## config.mk

```make
export PLATFORM = sky130hd
export DESIGN_NAME = rally_sequencer
export DESIGN_NICKNAME = d
export VERILOG_FILES = /design/src/rtl/rally_sequencer.sv
export SDC_FILE = /design/constraint.sdc
export NUM_CORES = 1
export LEC_CHECK = 0
export ABC_AREA = 1
export CAP_MARGIN = 0
export CORE_ASPECT_RATIO = 0.6
export CORE_UTILIZATION = 39
export CTS_BUF_LIST = sky130_fd_sc_hd__clkbuf_16
export CTS_CLUSTER_SIZE = 12
export DETAILED_ROUTE_END_ITERATION = 8
export GPL_TIMING_DRIVEN = 1
export PLACE_DENSITY_LB_ADDON = 0.3
export RECOVER_POWER = 50
export SYNTH_ARGS = -nofsm -noshare
export SYNTH_HDL_FRONTEND = slang
export SYNTH_SLANG_ARGS = --single-unit
```

## constraint.sdc

```tcl
create_clock -name clk_25MHZ -period 1.95 [get_ports clk_25MHZ]
set_input_delay 0.39 -clock clk_25MHZ [delete_from_list [all_inputs] [get_ports clk_25MHZ]]
set_output_delay 0.39 -clock clk_25MHZ [all_outputs]
set_load 0.05 [all_outputs]
```

## src/rtl/rally_sequencer.sv

```systemverilog
// rally_sequencer: game-level phase controller sitting above the ball motion
// engine. Sequences IDLE -> SERVE -> RALLY -> POINT -> (SERVE | GAME_OVER),
// tracks lives, score and best score, and drives the engine restart pulse,
// run enable and the speed command latched on each accepted paddle hit.
module rally_sequencer #(
    parameter int unsigned SERVE_DELAY = 25_000_000,
    parameter int unsigned POINT_DELAY = 12_500_000,
    parameter int unsigned LIVES       = 3,
    parameter int unsigned MISS_X      = 4,
    parameter int unsigned SPEED_MAX   = 16
) (
    input  logic        clk_25MHZ,
    input  logic        reset,
    input  logic        start_btn,
    input  logic [9:0]  ball_x,
    input  logic        is_ball_moving_left,
    input  logic        collision_detected,
    input  logic [9:0]  estimated_speed,
    output logic        ball_restart,
    output logic        game_run,
    output logic [9:0]  speed_cmd,
    output logic [3:0]  lives,
    output logic [15:0] score,
    output logic [15:0] best_score,
    output logic        game_over,
    output logic [2:0]  phase
);

    typedef enum logic [2:0] {
        PH_IDLE      = 3'd0,
        PH_SERVE     = 3'd1,
        PH_RALLY     = 3'd2,
        PH_POINT     = 3'd3,
        PH_GAME_OVER = 3'd4
    } phase_e;

    localparam logic [24:0] SERVE_LOAD  = 25'(SERVE_DELAY - 1);
    localparam logic [24:0] POINT_LOAD  = 25'(POINT_DELAY - 1);
    localparam logic [3:0]  LIVES_INIT  = 4'(LIVES);
    localparam logic [9:0]  MISS_X_L    = 10'(MISS_X);
    localparam logic [9:0]  SPEED_MAX_L = 10'(SPEED_MAX);

    // Clamp the paddle speed estimate into 1..SPEED_MAX (0 maps to 1).
    function automatic logic [9:0] clamp_speed(input logic [9:0] est);
        logic [9:0] r;
        if (est < 10'd1) begin
            r = 10'd1;
        end else if (est > SPEED_MAX_L) begin
            r = SPEED_MAX_L;
        end else begin
            r = est;
        end
        return r;
    endfunction

    // Increment that sticks at all-ones instead of wrapping.
    function automatic logic [15:0] sat_inc16(input logic [15:0] v);
        logic [15:0] r;
        if (v == 16'hFFFF) begin
            r = v;
        end else begin
            r = v + 16'd1;
        end
        return r;
    endfunction

    phase_e      phase_q,        phase_d;
    logic [24:0] cnt_q,          cnt_d;
    logic        hit_armed_q,    hit_armed_d;
    logic        start_prev_q,   start_prev_d;
    logic        ball_restart_q, ball_restart_d;
    logic        game_run_q,     game_run_d;
    logic [9:0]  speed_cmd_q,    speed_cmd_d;
    logic [3:0]  lives_q,        lives_d;
    logic [15:0] score_q,        score_d;
    logic [15:0] best_score_q,   best_score_d;
    logic        game_over_q,    game_over_d;

    logic start_rise;
    logic hit;
    logic miss;

    // Event decode: button edge, accepted paddle hit, and ball lost past the paddle.
    always_comb begin
        start_rise = start_btn & ~start_prev_q;
        hit        = collision_detected & is_ball_moving_left & hit_armed_q;
        miss       = is_ball_moving_left & (ball_x <= MISS_X_L) & hit_armed_q
                     & (lives_q != 4'd0);
    end

    // Next-state and next-output computation for the game phase machine.
    always_comb begin
        phase_d        = phase_q;
        cnt_d          = cnt_q;
        start_prev_d   = start_btn;
        ball_restart_d = 1'b0;
        speed_cmd_d    = speed_cmd_q;
        lives_d        = lives_q;
        score_d        = score_q;
        best_score_d   = best_score_q;

        // The ball travelling right re-arms hit detection for the next return.
        if (!is_ball_moving_left) begin
            hit_armed_d = 1'b1;
        end else begin
            hit_armed_d = hit_armed_q;
        end

        case (phase_q)
            PH_IDLE: begin
                if (start_rise) begin
                    phase_d        = PH_SERVE;
                    cnt_d          = SERVE_LOAD;
                    ball_restart_d = 1'b1;
                    speed_cmd_d    = 10'd1;
                    hit_armed_d    = 1'b1;
                    lives_d        = LIVES_INIT;
                    score_d        = 16'd0;
                end else begin
                    phase_d = PH_IDLE;
                end
            end

            PH_SERVE: begin
                if (cnt_q == 25'd0) begin
                    phase_d = PH_RALLY;
                end else begin
                    cnt_d = cnt_q - 25'd1;
                end
            end

            PH_RALLY: begin
                // A hit takes priority over a simultaneous miss.
                if (hit) begin
                    score_d     = sat_inc16(score_q);
                    speed_cmd_d = clamp_speed(estimated_speed);
                    hit_armed_d = 1'b0;
                end else if (miss) begin
                    lives_d = lives_q - 4'd1;
                    phase_d = PH_POINT;
                    cnt_d   = POINT_LOAD;
                end else begin
                    phase_d = PH_RALLY;
                end
            end

            PH_POINT: begin
                if (cnt_q == 25'd0) begin
                    if (lives_q == 4'd0) begin
                        phase_d = PH_GAME_OVER;
                        if (score_q > best_score_q) begin
                            best_score_d = score_q;
                        end else begin
                            best_score_d = best_score_q;
                        end
                    end else begin
                        phase_d        = PH_SERVE;
                        cnt_d          = SERVE_LOAD;
                        ball_restart_d = 1'b1;
                        speed_cmd_d    = 10'd1;
                        hit_armed_d    = 1'b1;
                    end
                end else begin
                    cnt_d = cnt_q - 25'd1;
                end
            end

            PH_GAME_OVER: begin
                if (start_rise) begin
                    phase_d        = PH_SERVE;
                    cnt_d          = SERVE_LOAD;
                    ball_restart_d = 1'b1;
                    speed_cmd_d    = 10'd1;
                    hit_armed_d    = 1'b1;
                    lives_d        = LIVES_INIT;
                    score_d        = 16'd0;
                end else begin
                    phase_d = PH_GAME_OVER;
                end
            end

            default: begin
                phase_d = PH_IDLE;
                cnt_d   = 25'd0;
            end
        endcase

        // Engine enable and game-over flag follow the phase being entered.
        game_run_d  = (phase_d == PH_RALLY);
        game_over_d = (phase_d == PH_GAME_OVER);
    end

    // State and output registers with synchronous reset.
    always_ff @(posedge clk_25MHZ) begin
        if (reset) begin
            phase_q        <= PH_IDLE;
            cnt_q          <= 25'd0;
            hit_armed_q    <= 1'b1;
            start_prev_q   <= 1'b1;
            ball_restart_q <= 1'b0;
            game_run_q     <= 1'b0;
            speed_cmd_q    <= 10'd1;
            lives_q        <= LIVES_INIT;
            score_q        <= 16'd0;
            best_score_q   <= 16'd0;
            game_over_q    <= 1'b0;
        end else begin
            phase_q        <= phase_d;
            cnt_q          <= cnt_d;
            hit_armed_q    <= hit_armed_d;
            start_prev_q   <= start_prev_d;
            ball_restart_q <= ball_restart_d;
            game_run_q     <= game_run_d;
            speed_cmd_q    <= speed_cmd_d;
            lives_q        <= lives_d;
            score_q        <= score_d;
            best_score_q   <= best_score_d;
            game_over_q    <= game_over_d;
        end
    end

    assign ball_restart = ball_restart_q;
    assign game_run     = game_run_q;
    assign speed_cmd    = speed_cmd_q;
    assign lives        = lives_q;
    assign score        = score_q;
    assign best_score   = best_score_q;
    assign game_over    = game_over_q;
    assign phase        = phase_q;

endmodule

```

### Word level (Yosys, flattened, before mapping)

Index checks and enable logic that the tools add are counted.
Widths: inputs -> output; s select.

| word-level totals | value |
|---|---|
| output and inout port bits | 52 |
| word-level logic and storage cells | 93 |
| bits in registers | 79 |
| bits of input ports | 25 |

| cells by class | value |
|---|---|
| reduce and logical (&&, ||, !) cells | 12 |
| add/subtract/negate cells | 3 |
| bitwise operators | 7 |
| mux-type cells | 40 |
| eq/ne operators | 16 |
| $lt $le $gt $ge | 4 |

Operators by type and width:

| kind | number |
|---|---|
| $mux 25 | 6 |
| $pmux 25 s4 | 1 |
| $mux 10 | 6 |
| $mux 16 | 3 |
| $pmux 16 s2 | 1 |
| $pmux 10 s3 | 1 |
| $logic_not 25->1 | 1 |
| $sub 25x1->25 const B | 1 |
| $add 16x1->16 const B | 1 |
| $eq 16x16->1 const B | 1 |
| $gt 16x16->1 | 1 |
| $mux 3 | 5 |
| $pmux 3 s5 | 1 |
| $ne 2x2->1 const B | 7 |
| $mux 4 | 3 |
| $reduce_and 4->1 | 3 |
| $gt 10x5->1 const B | 1 |
| $le 10x3->1 const B | 1 |
| $lt 10x1->1 const B | 1 |
| $mux 1 | 10 |
| $reduce_and 5->1 | 2 |
| $eq 3x2->1 const B | 3 |
| $pmux 4 s2 | 1 |
| $and 1x1->1 | 6 |
| 14 further kinds | 15 |

### Depth between registers and ports, before layout

Gate-level depths: netlist of run 1.

| logic depth | value |
|---|---|
| depth after elaboration | 8 |
| mapped depth | 15 |

### Worst setup path after synthesis of run 1

OpenSTA, ideal clock, no wires.

| timing path | value |
|---|---|
| path kind | reg2reg |
| start point | register score_q[1], in the netlist score[1] |
| end point | register score_q[15], in the netlist score[15] |
| cell stages (with the launch flop) | 10 |
| arrival | 2.092 ns |
| slack | -0.259 ns |
| library setup time | 0.117 ns |
| cell sequence | dfxtp_1 -> ha_1 -> nand3_1 -> nor3_1 -> nand3b_1 -> nand2_2 -> inv_2 -> buf_2 -> a21oi_1 -> nor2_1 |

| between the ends | value |
|---|---|
| longest elaborated chain between the ends | 4 |
| elaborated cells on any way between the ends | 7 |

RTL lines:

| item | line | source |
|---|---|---|
| start: declaration | 75 | `logic [15:0] score_q, score_d;` |
| start signal: assignment | 216 | `score_q <= score_d;` |
| $add 16x1->16 | 62 | `r = v + 16'd1;` |
| $mux 16 | 59 | `if (v == 16'hFFFF) begin` |
| $mux 16 | 134 | `if (hit) begin` |
| $pmux 16 s2 | 109 | `case (phase_q)` |

Several ways; a longest one is shown, not always the timed one. The select of a mux whose other input is x is not followed.
A chain may end at the register's enable or synchronous reset.

### Final worst setup path of run 1

| timing path | value |
|---|---|
| start point | register score_q[6], in the netlist score[6] |
| end point | output score[6] |

RTL lines:

| item | line | source |
|---|---|---|
| end: declaration | 23 | `output logic [15:0] score,` |

No word-level cell between the ends.

==> reports/metrics.yaml, run 1 <==
timing:
  finalMaxSlewViolations: 0
  hold_ws_ps: 420
  hold_viol: 0
  finalSetupViolations: 0
  fmax_ghz: 0.525
  finClkSkew_ps: 5.42
  tns_ps: 0
  period_share: 0.976
  slew-limit-headroom: 0.571
  min_period_ps: 1900
  tightest_slew_ps: 646
grt:
  grt_pass1_wl_mm: 21.4
  grt_use_total: 0.225
  grt_max_degree: 26
  grt_pass1_vias: 4233
  antenna_found_initial: 0
  grt_overflow: 0
power_and_ir_drop:
  clkPwrFrac: 0.350
  p_int_uw: 2940
  power.leakage_uw: 0.00288
  swShare: 0.318
  switchingPower_uw: 1370
  pwr-share-seq: 0.404
  pwr-share-comb: 0.246
  ir_worst_vdd_mv: 0.456
  powerDensity_nw_per_um2: 676
final_layout:
  fillerInstances: 1152
  n_antenna_cell: 0
  final_common_cell: "nand2_1"
  multiInputGateArea_um2: 2750
  area_delta_synth_final_pct: 36.5
  regArea_um2: 1620
  drive_gt1_frac: 0.177
  final_cell_mix: "nand2_1, nor2_1, inv_1"
  finalCoreUtilization: 0.555
  nets: 929
yosys:
  netlist_area_um2: 4670
  ys_seq_elements: 79
  ys_seq_area_frac: 0.339
  synth.distinct_cells: 36
  synth.net_count: 796
  synth-warning-count: 0
  synthCells: 751
  synth_area_per_cell_um2: 6.21
worst_setup_path:
  path_cells: "clkdlybuf4s50_1"
  reg2reg_setup_slack_ps: 70
  cp_top_family: "buffers and inverters"
  cp_slowest_cell: "clkdlybuf4s50_1"
  crit_type: "reg -> out"
  arrival_ps: 1510
  cp_num_buf_inv: 1
  critPathMaxStageDelay_ps: 810
  critical_path.max_fanout: 5
  critPathCaptureType: "output port"
  required_ps: 1560
  start_kind: "flop"
  reg2reg_from: "lives[1]$_SDFFE_PP1P_"
  ff2ff_path_depth: 13
  r2r_end: "cnt_q[18]$_SDFFE_PP0P_"
floorplanning:
  core_um2: 11500
  ioPinCount: 77
  die_h_um: 86.7
  row_count: 30
  die-area_um2: 12400
  die_x_um: 143
  start_util: 0.406
detailed_routing:
  route.detailed.drc: 0
  vias_per_cell: 4.84
  drt-total-wl_mm: 13.6
  ant_nets: 0
  wl_per_cell_um: 13.0
  drt_pass1_iterations: 6
  drt-initial-drc-count: 437
  via_count: 5081
clocking:
  cts_tree: "built"
  cts_root_buffer: "clkbuf_16"
  ctsLongestPathBuffers: 2
  clock_sinks: 79
  clk_latency_ps: 330
  numCtsBuffers: 9
  hold_buffers: 0
  clk_pin_slew_ps: 60
  h-tree-depth: 3
min_path:
  worstHoldEndpoint: "hit_armed_q$_SDFF_PP1_"
  worstHoldStart: "is_ball_moving_left"
  min_path_cells: 4
  hp-class: "in -> reg"
placed_design:
  dpl.hpwl_mm: 10.2
  portBuffers: 76
  gp_congestion: 0.865
flow_run:
  drv_cap: 0
run_status:
  status: "finished clean"
per-layer routing:
layer	GRT usage	wire length [um]	share of wire
met5	0	0	0
met4	0.0600	112	0.0082
met3	0.0547	1560	0.11
met2	0.287	4910	0.36
met1	0.359	7000	0.52
how the worst max path moves through the flow:
stage,start,to,slack [ps],cells past startpoint
after CTS,score[14]$_SDFFE_PP0P_,score[14],20,1
after detailed placement,ball_x[9],cnt_q[22]$_SDFFE_PP0P_,-320,12
final,score[6]$_SDFFE_PP0P_,score[6],50,1
after global placement,ball_x[8],cnt_q[2]$_SDFFE_PP0P_,-280,12
after global routing,lives[1]$_SDFFE_PP1P_,cnt_q[2]$_SDFFE_PP0P_,-30,13
after floorplan,phase[1]$_SDFF_PP0_,score[15]$_SDFFE_PP0P_,20,9
Yosys cell counts:
cell / count / share of area
nor2_1: 122 / 0.098
o21bai_1: 1 / 0.0016
inv_1: 88 / 0.071
o221ai_1: 1 / 0.0019
xor2_1: 3 / 0.0056
nand3_1: 51 / 0.055
nor2_2: 1 / 0.0013
nor3_1: 14 / 0.015
ha_1: 20 / 0.054
nand4_1: 5 / 0.0067
clkinv_1: 1 / 0.00080
and2_1: 2 / 0.0027
clkinv_2: 1 / 0.0011
nor2_4: 6 / 0.014
nand3b_1: 5 / 0.0080
or2_2: 2 / 0.0027
nand2_2: 6 / 0.0080
buf_2: 5 / 0.0054
a21oi_2: 2 / 0.0038
nand2_4: 1 / 0.0024
a31oi_1: 1 / 0.0013
o21ai_0: 26 / 0.028
nand3_2: 1 / 0.0021
clkbuf_1: 5 / 0.0040
a21oi_1: 40 / 0.043
xnor2_1: 2 / 0.0038
dfxtp_1: 79 / 0.34
nand2_1: 243 / 0.20
o21ai_1: 1 / 0.0011
o211ai_1: 1 / 0.0016
inv_2: 7 / 0.0056
buf_4: 3 / 0.0048
buf_6: 1 / 0.0024
nand4_2: 1 / 0.0027
nor3_4: 1 / 0.0035
o21a_1: 2 / 0.0032
power by group through the flow:
stage               logic (uW)  clock network (uW)  registers [uW]
floorplan                  601                   0            1790
global route              1190                1610            1750
global placement           981                   0            1770
detailed placement         991                   0            1770
CTS                       1000                1540            1740
finish                    1060                1510            1740
sequential cells by signal, summed over array words and instances (netlist names):
| name | cells |
|---|---|
| speed_cmd | 10 |
| hit_armed_q | 1 |
| ball_restart | 1 |
| start_prev_q | 1 |
| best_score | 16 |
| game_over | 1 |
| game_run | 1 |
| cnt_q | 25 |
| lives | 4 |
| phase | 3 |
| score | 16 |
per-stage QoR:
step / cells / area (um^2) / power (uW) / setup WS (ps)
2_1_floorplan: 751 / 4710 / 2390 / 20.2
3_3_place_gp: 1026 / 6010 / 2750 / -283
3_5_place_dp: 1026 / 6010 / 2760 / -317
4_1_cts: 1042 / 6270 / 4280 / 19.7
5_1_grt: 1049 / 6370 / 4560 / -30.5
6_report: 1049 / 6370 / 4310 / 46.7
final cells by class:
cell class	count	share of cell area
multi-input combinational	561	0.431
sequential	79	0.255
clock inverter	7	0.00511
timing repair buffer	136	0.184
tap	160	0.0314
inverter	97	0.0577
clock buffer	9	0.0353
kinds of logic after synthesis:
group	synth area share
flip-flops	0.339
AO/OA/AOI/OAI	0.0853
AND/OR/NAND/NOR	0.418
buffers and inverters	0.0949
adder cells (fa/ha/maj)	0.0536
XOR/XNOR	0.00939
timing repair:
| item | 4_1_cts | 5_1_grt |
|---|---|---|
| endpoints found under the setup margin | 11 | 67 |
| gates cloned | 0 | 1 |
| resized for setup | 3 | 36 |
| pin swaps | 0 | 6 |
| buffers inserted | 0 | 6 |
No activity file was read; power rests on OpenSTA's default activity.
==> inputs of run 2 (changes only) <==
CELL_PAD_IN_SITES_DETAIL_PLACEMENT = 1   (was unset)
CELL_PAD_IN_SITES_GLOBAL_PLACEMENT = 1   (was unset)
CORE_UTILIZATION = 37   (was 39)
==> run 2 against run 1 <==
  * Critical endpoint is now best_score[12]$_SDFFE_PP0P_
  * Power is 20% higher
  * Clock-buffer cell count grew 1
  * Cell count is 2.6% higher
  * Via count rose by 21%
  * Clock skew up 6.1 ps
  * Worst hold slack better by 22 ps
  * Largest power group is now clock
  * The run now ends with setup timing left
==> reports/metrics.yaml, run 2 (synthesis results as in run 1) <==
run_status:
  status: "complete, but fails checks"
  violations: "setup timing"
worst_setup_path:
  critPathMaxStageDelay_ps: 360  # -450 ps
  cp_slowest_cell: "dfxtp_1"
  cp_top_family: "simple AND/OR/NAND/NOR gates"
  critical_path.max_fanout: 8  # +3
  start_kind: "flop"
  arrival_ps: 2430  # +920 ps
  crit_type: "reg -> reg"
  required_ps: 2230  # +670 ps
  path_cells: "nor2_1, nand2_1, nor2_1, nand2_1, nor2_4, buf_4, nand4_2, nor2_4, clkbuf_16, nor2_1, nor2_1"
  cp_num_buf_inv: 2  # +1
  critPathCaptureType: "flop"
  crit_top_cell: "nor2_1"
  reg2reg_from: "cnt_q[20]$_SDFFE_PP0P_"
  startpoint: "cnt_q[20]$_SDFFE_PP0P_"
timing:
  finalMaxSlewViolations: 0  # unchanged
  fmax_ghz: 0.463  # -12%
  finClkSkew_ps: 11.5  # +6.07 ps
  min_period_ps: 2160  # +255 ps
  tns_ps: -5310  # -5310 ps
  worst_slack_ps: -208  # -255 ps
  rsz0062_at_grt: "true"
  period_share: 1.11  # +0.131
  hold_viol: 0  # unchanged
  finalSetupViolations: 65  # +65
  slew-limit-headroom: 0.534  # -0.0376
  tightest_slew_ps: 699  # +53.7 ps
detailed_routing:
  via_count: 6164  # +21%
  drt_pass1_iterations: 5  # -1
  ant_nets: 0  # unchanged
  wl_per_cell_um: 22.2  # +71%
  route.detailed.drc: 0  # unchanged
  drt-total-wl_mm: 23.9  # +76%
  vias_per_cell: 5.73  # +18%
  drt-initial-drc-count: 522  # +19%
flow_run:
  drv_cap: 0  # unchanged
power_and_ir_drop:
  powerDensity_nw_per_um2: 744  # +10%
  totalPowerFinal_uw: 5150  # +20%
  ir_worst_vdd_mv: 0.442  # -3.1%
  power.leakage_uw: 0.00317  # +10%
placed_design:
  portBuffers: 76  # unchanged
  place_inst: 1047  # +2.0%
  gp_congestion: 0.868  # +0.35%
  dpl.hpwl_mm: 13.5  # +32%
  placed_area_um2: 6130  # +2.0%
clocking:
  hold_buffers: 0  # unchanged
  clk_latency_ps: 350  # +20 ps
  h-tree-depth: 3  # unchanged
  cts_root_buffer: "clkbuf_16"
  cts_tree: "built"
  clock_sinks: 79  # unchanged
  clk_pin_slew_ps: 70  # about the same
  ctsLongestPathBuffers: 2  # unchanged
  numCtsBuffers: 9  # unchanged
floorplanning:
  die-area_um2: 13100  # +5.3%
  row_count: 31  # +3.3%
  ioPinCount: 77  # unchanged
  die_h_um: 89.0  # +2.6%
  core_um2: 12200  # +6.0%
  start_util: 0.383  # -0.0231
  die_x_um: 147  # +2.6%
grt:
  grt_overflow: 0  # unchanged
  grt_pass1_wl_mm: 28.5  # +33%
  antenna_found_initial: 0  # unchanged
  grt_max_degree: 26  # unchanged
  grt_pass1_vias: 5562  # +31%
  grt_use_total: 0.282  # +0.0567
final_layout:
  final_cells: 1076  # +2.6%
  final_common_cell: "nand2_1"
  area_delta_synth_final_pct: 48.4
  largest_reg_flops: 25  # unchanged
  nets: 951  # +2.4%
  finalCoreUtilization: 0.569  # +0.0140
  n_antenna_cell: 0  # unchanged
  top_register: "cnt_q"
  final_cell_mix: "nand2_1, nor2_1, inv_1"
  drive_gt1_frac: 0.240  # +0.0638
  fin_area_um2: 6930  # +8.7%
  fillerInstances: 1601  # +39%
min_path:
  worstHoldStart: "is_ball_moving_left"
  hp-class: "in -> reg"
-- run 2: cell count changes in the layout (fill, tap and decap cells not counted), moves of 6 or more --
| cell | change |
|---|---|
| clkbuf_1 | -13 |
| buf_4 | +27 |
| nor2_4 | +6 |
| nand2_1 | -6 |
| nor2_1 | -6 |
-- run 2: final timing paths --
kind	to	slack [ps]	cells past startpoint
worst min-delay path	hit_armed_q$_SDFF_PP1_	440	4
worst min register to register	speed_cmd[8]$_SDFFE_PP0P_	450	2
worst max-delay path	best_score[12]$_SDFFE_PP0P_	-210	11
worst max register to register	best_score[12]$_SDFFE_PP0P_	-210	11
-- run 2: repair_timing --
item / CTS / global route
pin swaps: 2 / 15
setup buffers: 1 / 5
resized for setup: 12 / 66
endpoints found under the setup margin: 40 / 67
gates cloned: 1 / 6
-- run 2: where the power goes --
part / leakage, uW / internal (uW) / switching [uW] / total (uW)
combinational: 0.00235 / 492 / 893 / 1380
sequential: 0.000655 / 1670 / 62.7 / 1740
clock: 0.000171 / 1220 / 809 / 2030
-- run 2: area by class of cell --
class | count | area (um^2) | area share
well taps | 165 | 206 | 0.0298
clock buffers | 10 | 250 | 0.0361
multi-input cells | 562 | 2900 | 0.419
flip-flops and latches | 79 | 1620 | 0.234
inverters | 97 | 373 | 0.0538
clock inverters | 6 | 97.6 | 0.0141
repair buffers | 157 | 1480 | 0.213
-- run 2: per-stage QoR --
stage / worst slack (ps) / hold WS, ps
final: -208 / 443
after global routing: -353 / 465
after CTS: 2.07 / 452
after detailed placement: -390 / 437
after global placement: -316 / 428
after floorplan: 20.2 / 419
-- run 2: worst min-delay path: stages --
cell and delay [ps]:
dlymetal6s2s_1 140, nand4_1 90, nand2_1 70, nand2_1 60
-- run 2: per-layer routing --
metal | global-route usage | part of all wire | routed length [um] | up-vias
met5 | 0 | 0 | 0 | -
met4 | 0.0665 | 0.043 | 1040 | 0
met3 | 0.0500 | 0.093 | 2230 | 117
met2 | 0.485 | 0.45 | 10800 | 388
met1 | 0.372 | 0.41 | 9810 | 2995
li1 | - | - | - | 2664
